==> config.mk <==
export PLATFORM = sky130hd
export DESIGN_NAME = ttl_decoder_scan_sequencer_flat
export DESIGN_NICKNAME = d
export VERILOG_FILES = /design/src/rtl/ttl_decoder_scan_sequencer_if.sv /design/src/rtl/ttl_decoder_scan_sequencer.sv /design/src/flat_wrapper.sv
export SDC_FILE = /design/constraint.sdc
export NUM_CORES = 1
export LEC_CHECK = 0
export CAP_MARGIN = 20
export CORE_UTILIZATION = 55
export DETAILED_ROUTE_END_ITERATION = 6
export HOLD_SLACK_MARGIN = 0.06
export PLACE_DENSITY_LB_ADDON = 0.05
export SLEW_MARGIN = 10
export SYNTH_ARGS = -nofsm -noshare
export SYNTH_HDL_FRONTEND = slang
export SYNTH_SLANG_ARGS = --single-unit
==> constraint.sdc <==
create_clock -name Clk -period 4.6 [get_ports Clk]
set_input_delay 0.92 -clock Clk [delete_from_list [all_inputs] [get_ports Clk]]
set_output_delay 0.92 -clock Clk [all_outputs]
set_load 0.05 [all_outputs]
==> src/rtl/ttl_decoder_scan_sequencer_if.sv <==
// Control/status bundle between a scan controller and ttl_decoder_scan_sequencer.
// Skip_mask exists only when SCAN_SKIP_MASK_EN is defined.
interface ttl_decoder_scan_sequencer_if #(
  parameter int WIDTH_OUT = 8,
  parameter int WIDTH_IN  = $clog2(WIDTH_OUT)
);
  logic                 Run;
  logic                 Hold;
`ifdef SCAN_SKIP_MASK_EN
  logic [WIDTH_OUT-1:0] Skip_mask;
`endif
  logic [WIDTH_IN-1:0]  A;
  logic                 Enable1_bar;
  logic                 Enable2_bar;
  logic                 Enable3;
  logic                 Frame_start;
  logic                 Done;
  logic                 Busy;

`ifdef SCAN_SKIP_MASK_EN
  modport master (output Run, Hold, Skip_mask,
                  input  A, Enable1_bar, Enable2_bar, Enable3, Frame_start, Done, Busy);
  modport slave  (input  Run, Hold, Skip_mask,
                  output A, Enable1_bar, Enable2_bar, Enable3, Frame_start, Done, Busy);
`else
  modport master (output Run, Hold,
                  input  A, Enable1_bar, Enable2_bar, Enable3, Frame_start, Done, Busy);
  modport slave  (input  Run, Hold,
                  output A, Enable1_bar, Enable2_bar, Enable3, Frame_start, Done, Busy);
`endif
endinterface

==> src/rtl/ttl_decoder_scan_sequencer.sv <==
// Line-scan sequencer driving address/enables of a 3-to-8 inverted-output decoder.
// Optional skip mask enabled with `define SCAN_SKIP_MASK_EN. DELAY_RISE/DELAY_FALL are zero-delay here.
module ttl_decoder_scan_sequencer #(
  parameter int WIDTH_OUT    = 8,
  parameter int WIDTH_IN     = $clog2(WIDTH_OUT),
  parameter int DWELL_CYCLES = 4,
  parameter int BLANK_CYCLES = 1,
  parameter int DELAY_RISE   = 0,
  parameter int DELAY_FALL   = 0
) (
  input  logic                         Clk,
  input  logic                         Clear_bar,
  ttl_decoder_scan_sequencer_if.slave  bus
);
  localparam int CNT_MAX = (DWELL_CYCLES > BLANK_CYCLES) ? DWELL_CYCLES : BLANK_CYCLES;
  localparam int CW      = $clog2(CNT_MAX + 1);
  localparam logic [CW-1:0] DWELL_LAST = CW'(DWELL_CYCLES - 1);
  localparam logic [CW-1:0] BLANK_LAST = (BLANK_CYCLES > 0) ? CW'(BLANK_CYCLES - 1) : '0;

  localparam logic [1:0] S_IDLE  = 2'd0;
  localparam logic [1:0] S_BLANK = 2'd1;
  localparam logic [1:0] S_DWELL = 2'd2;
  localparam logic [1:0] S_ENTRY = (BLANK_CYCLES == 0) ? S_DWELL : S_BLANK;

  if (DWELL_CYCLES < 1 || DELAY_RISE < 0 || DELAY_FALL < 0) begin : g_bad_cfg
    $error("ttl_decoder_scan_sequencer: DWELL_CYCLES must be >= 1 and delays non-negative");
  end

  logic [1:0]          state_q, state_d;
  logic [WIDTH_IN-1:0] line_q, line_d;
  logic [CW-1:0]       cnt_q, cnt_d;
  logic                en_q, fs_q, fs_d, done_q, done_d, busy_q;
  logic [WIDTH_OUT-1:0] mask;
  logic [WIDTH_IN:0]   first_pick, next_pick;

`ifdef SCAN_SKIP_MASK_EN
  assign mask = bus.Skip_mask;
`else
  assign mask = '0;
`endif

  // Returns {found, index} of the lowest unmasked line at or above 'from'.
  function automatic logic [WIDTH_IN:0] pick_line(input logic [WIDTH_OUT-1:0] m,
                                                  input int unsigned from);
    pick_line = '0;
    for (int unsigned i = WIDTH_OUT; i > 0; i--) begin
      if ((i - 1) >= from && !m[i-1]) pick_line = {1'b1, WIDTH_IN'(i - 1)};
    end
  endfunction

  assign first_pick = pick_line(mask, 0);
  assign next_pick  = pick_line(mask, 32'(line_q) + 32'd1);

  always_comb begin
    state_d = state_q;
    line_d  = line_q;
    cnt_d   = cnt_q;
    fs_d    = 1'b0;
    done_d  = 1'b0;
    if (!bus.Hold) begin
      case (state_q)
        S_IDLE: begin
          if (bus.Run && first_pick[WIDTH_IN]) begin
            line_d  = first_pick[WIDTH_IN-1:0];
            cnt_d   = '0;
            fs_d    = 1'b1;
            state_d = S_ENTRY;
          end
        end
        S_BLANK: begin
          if (cnt_q == BLANK_LAST) begin
            cnt_d   = '0;
            state_d = S_DWELL;
          end else begin
            cnt_d = cnt_q + 1'b1;
          end
        end
        S_DWELL: begin
          if (cnt_q == DWELL_LAST) begin
            cnt_d = '0;
            if (next_pick[WIDTH_IN]) begin
              line_d  = next_pick[WIDTH_IN-1:0];
              state_d = S_ENTRY;
            end else if (bus.Run && first_pick[WIDTH_IN]) begin
              // Wrap goes straight into the next frame's first line: no idle gap.
              line_d  = first_pick[WIDTH_IN-1:0];
              fs_d    = 1'b1;
              state_d = S_ENTRY;
            end else begin
              done_d  = 1'b1;
              state_d = S_IDLE;
            end
          end else begin
            cnt_d = cnt_q + 1'b1;
          end
        end
        default: state_d = S_IDLE;
      endcase
    end
  end

  always_ff @(posedge Clk or negedge Clear_bar) begin
    if (!Clear_bar) begin
      state_q <= S_IDLE;
      line_q  <= '0;
      cnt_q   <= '0;
      en_q    <= 1'b0;
      fs_q    <= 1'b0;
      done_q  <= 1'b0;
      busy_q  <= 1'b0;
    end else begin
      state_q <= state_d;
      line_q  <= line_d;
      cnt_q   <= cnt_d;
      en_q    <= (state_d == S_DWELL);
      fs_q    <= fs_d;
      done_q  <= done_d;
      busy_q  <= (state_d != S_IDLE);
    end
  end

  assign bus.A           = line_q;
  assign bus.Enable1_bar = ~en_q;
  assign bus.Enable2_bar = ~en_q;
  assign bus.Enable3     = en_q;
  assign bus.Frame_start = fs_q;
  assign bus.Done        = done_q;
  assign bus.Busy        = busy_q;
endmodule
==> src/flat_wrapper.sv <==
// flat-port wrapper written by rule: the top's interface ports become plain ports
module ttl_decoder_scan_sequencer_flat 
#(
  parameter int WIDTH_OUT    = 8,
  parameter int WIDTH_IN     = $clog2(WIDTH_OUT),
  parameter int DWELL_CYCLES = 4,
  parameter int BLANK_CYCLES = 1,
  parameter int DELAY_RISE   = 0,
  parameter int DELAY_FALL   = 0
)
  (Clk, Clear_bar, bus_Run, bus_Hold, bus_A, bus_Enable1_bar, bus_Enable2_bar, bus_Enable3, bus_Frame_start, bus_Done, bus_Busy);
  ttl_decoder_scan_sequencer_if #(.WIDTH_OUT(WIDTH_OUT), .WIDTH_IN(WIDTH_IN)) bus_i ();
  input  logic Clk;
  input  logic Clear_bar;
  input wire logic [$bits(bus_i.Run)-1:0] bus_Run;
  input wire logic [$bits(bus_i.Hold)-1:0] bus_Hold;
  output wire logic [$bits(bus_i.A)-1:0] bus_A;
  output wire logic [$bits(bus_i.Enable1_bar)-1:0] bus_Enable1_bar;
  output wire logic [$bits(bus_i.Enable2_bar)-1:0] bus_Enable2_bar;
  output wire logic [$bits(bus_i.Enable3)-1:0] bus_Enable3;
  output wire logic [$bits(bus_i.Frame_start)-1:0] bus_Frame_start;
  output wire logic [$bits(bus_i.Done)-1:0] bus_Done;
  output wire logic [$bits(bus_i.Busy)-1:0] bus_Busy;
  assign bus_i.Run = bus_Run;
  assign bus_i.Hold = bus_Hold;
  assign bus_A = bus_i.A;
  assign bus_Enable1_bar = bus_i.Enable1_bar;
  assign bus_Enable2_bar = bus_i.Enable2_bar;
  assign bus_Enable3 = bus_i.Enable3;
  assign bus_Frame_start = bus_i.Frame_start;
  assign bus_Done = bus_i.Done;
  assign bus_Busy = bus_i.Busy;
  ttl_decoder_scan_sequencer #(.WIDTH_OUT(WIDTH_OUT), .WIDTH_IN(WIDTH_IN), .DWELL_CYCLES(DWELL_CYCLES), .BLANK_CYCLES(BLANK_CYCLES), .DELAY_RISE(DELAY_RISE), .DELAY_FALL(DELAY_FALL)) u_core (.Clk(Clk), .Clear_bar(Clear_bar), .bus(bus_i));
endmodule
==> reports/results.txt <==
Critical Path RT: 3.68 ns
Switch Pwr: 0.198 mW
top post-synthesis cells by area: dfrtp_1 (38%), ha_1 (17%), inv_1 (5.2%)
cell with the most instances after synthesis: dfrtp_1
IO Count: 13
n_diodes: 0
cell area after layout: 948 um2
die height: 40.0 um
DRT Pass-1 Iters: 4
Routed WL: 1480 um
P&R area growth vs syn: 19.4%
area leader, netlist: dfrtp_1
Buf/Inv on CP: 1
Final Wtd Congestion: 0.883
max cap viols: 0
# port buffers: 12
slowest stage delay, CP: 0.85 ns
Period minus WS final: 2.53 ns
# resized after CTS: 0
Setup Skew: 0.0136 ns
hold bufs inserted after CTS: 0
static leakage: 0.449 nW
total placed instance area: 926 um2
Async SR Flop Fraction: 1.00
global router's overall resource usage: 0.246
# nets final: 111
pin count of the biggest net entering global routing: 13
Starting Density: 0.603
Core Region: 0.00132 mm2
setup tns final: 0 ns
CTS Root Buffer Type: clkbuf_4
Synth top area share: 0.378
Hold EP: u_core.cnt_q[0]
Worst Tran Pin Value: 0.609 ns
routed len/inst: 13.6 um
global-route wire length before repair: 2410 um
clk slew on worst S/H paths: 0.08 ns
status: finished clean
CTS Buffer Depth: 2
P per Cell Area: 466 mW/mm2
RSZ-0062 raised after global routing: no
Hold Crit Class: reg -> reg
Worst Slack Setup Final: 2.07 ns
Num CTS Buffers: 3
DRC: 0
vias in the first global route: 568
Logic pwr share: 0.535
final setup vio count: 0
worst ir drop on vdd: 0.000311 V
crit path kind: reg -> out
post-route insts no fill: 109
Yosys reg bits: 12
Worst Setup Start Kind: register
Post-synth EDFFs: 0
Mapped Area: 795 um2
H-tree depth: 1
setup bufs post-CTS: 0
crit path DAT: 1.61 ns
CTS tree: built
final slew viol count: 0
routed vias: 608
cell total after placement: 106
post-placement setup slack: 2.12 ns
layout cells sized above 1: 0.0851
Seq pwr share: 0.318
Max Fclk: 395 MHz
sequential fraction of the synthesis area: 0.378
Synth Flop Type: dfrtp_1
Clk pwr share: 0.148
Power Internal: 0.245 mW
gr ovfl total: 0
synth cell count leaders: dfrtp_1 (12), ha_1 (11), inv_1 (11), nor2b_1 (5), o21ai_0 (5)
Skew-Pair Late Insertion Delay: 0.29 ns
reg-to-reg endpoint: u_core.bus.Busy
Synthesized Nets: 95
slowest CP cell: clkdlybuf4s50_1
Crit Path Max Fanout: 8
final hold violations: 0
reg2reg start: u_core.state_q[0]
crit-path leading delay family: buffers and inverters
DR iter-0 viols: 8
Post-DRT Antenna Nets: 0
Period Utilization, post-route: 0.550
CP endpoint kind: primary output
Rel. slew slack: 0.591
clock sink count: 12
Synth Area per Inst: 9.93 um2
cells after synthesis: 80
Site Rows: 13
Hold Slack: 0.524 ns
chain of cells forming the critical path: clkdlybuf4s50_1
initial antenna violation count: 0
synth warn: 0
switching share of power: 0.447
Worst Hold Depth: 2
R2R cell count: 6
die area: 0.00160 mm2
via/cell ratio: 5.58
hold_sp: u_core.cnt_q[0]
number of library cell types mapped by synthesis: 32
Die W: 40.0 um
dpl hpwl: 1120 um
register-to-register setup slack: 2.75 ns
==> flip-flops by register name (all words and copies together) (netlist names) <==
signal                  count
u_core.bus.Done             1
u_core.cnt_q                3
u_core.bus.A                3
u_core.bus.Enable3          1
u_core.bus.Frame_start      1
u_core.bus.Busy             1
u_core.state_q              2
==> final cells by class <==
class / count / area [um2]
Inverter: 11 / 41.3
Timing Repair Buffer: 12 / 120
Multi-Input combinational cell: 56 / 445
Clock buffer: 3 / 22.5
Tap cell: 15 / 18.8
Fill cell: 88 / 369
Sequential cell: 12 / 300
==> placed cells by master (no fill, tap or decap) <==
cell type        instances
nor2_1                   2
o211ai_1                 1
clkdlybuf4s50_1         12
clkbuf_4                 3
and3_1                   1
nand3b_4                 1
a22oi_1                  1
a21oi_1                  2
nor2b_1                  5
a211o_2                  1
o31ai_1                  1
a22o_1                   1
inv_1                   11
nand4b_1                 1
dfrtp_1                 12
nor3b_1                  1
and2_1                   1
nand2b_1                 2
a211oi_1                 1
or4b_1                   1
or2_1                    1
ha_1                    11
o22ai_1                  2
and2b_2                  1
nor3_1                   3
nand2_1                  4
xnor2_1                  1
a31oi_1                  1
o21ai_0                  5
a32oi_1                  1
nand4_1                  1
o31a_2                   1
o311ai_2                 1
==> how the worst max path moves through the flow <==
| stage | start | slack [ns] | endpoint | depth (start not counted) |
|---|---|---|---|---|
| floorplan | u_core.bus.Enable3 | 2.44 | bus_Enable2_bar | 2 |
| global placement | bus_Hold | 2.16 | u_core.bus.A[1] | 5 |
| detailed placement | bus_Hold | 2.12 | u_core.bus.A[1] | 5 |
| CTS | u_core.bus.A[0] | 2.07 | bus_A[0] | 1 |
| global route | u_core.bus.A[0] | 2.00 | bus_A[0] | 1 |
| finish | u_core.bus.A[0] | 2.07 | bus_A[0] | 1 |
==> routing by layer <==
metal / share of wire / wire, um / vias to the layer above / GRT usage
li1: - / - / 308 / -
met1: 0.42 / 621 / 286 / 0.242
met2: 0.51 / 758 / 10 / 0.427
met3: 0.042 / 62 / 4 / 0.0833
met4: 0.026 / 39 / 0 / 0.172
met5: 0 / 0 / - / 0
==> cells by family (layout without fill, tap and decap cells) <==
logic type | Yosys count | after routing | share of synthesized area
buffers and inverters | 12 | 26 | 0.0614
AO/OA/AOI/OAI | 19 | 19 | 0.173
AND/OR/NAND/NOR | 25 | 25 | 0.203
flip-flops | 12 | 12 | 0.378
adder cells (fa/ha/maj) | 11 | 11 | 0.173
XOR/XNOR | 1 | 1 | 0.0110
==> power groups by stage <==
| stage | clock [mW] | sequential [mW] | combinational [mW] |
|---|---|---|---|
| floorplan | 0 | 0.176 | 0.142 |
| global placement | 0 | 0.142 | 0.231 |
| detailed placement | 0 | 0.143 | 0.236 |
| CTS | 0.0667 | 0.141 | 0.237 |
| global route | 0.0703 | 0.145 | 0.259 |
| finish | 0.0653 | 0.141 | 0.237 |
==> per-stage QoR <==
stage	util	power (mW)
6_report	0.720	0.442
5_1_grt	0.720	0.474
4_1_cts	0.720	0.445
3_5_place_dp	0.703	0.380
3_3_place_gp	0.703	0.374
2_1_floorplan	-	0.318
Note: power is estimated with default switching activity, not from simulation.
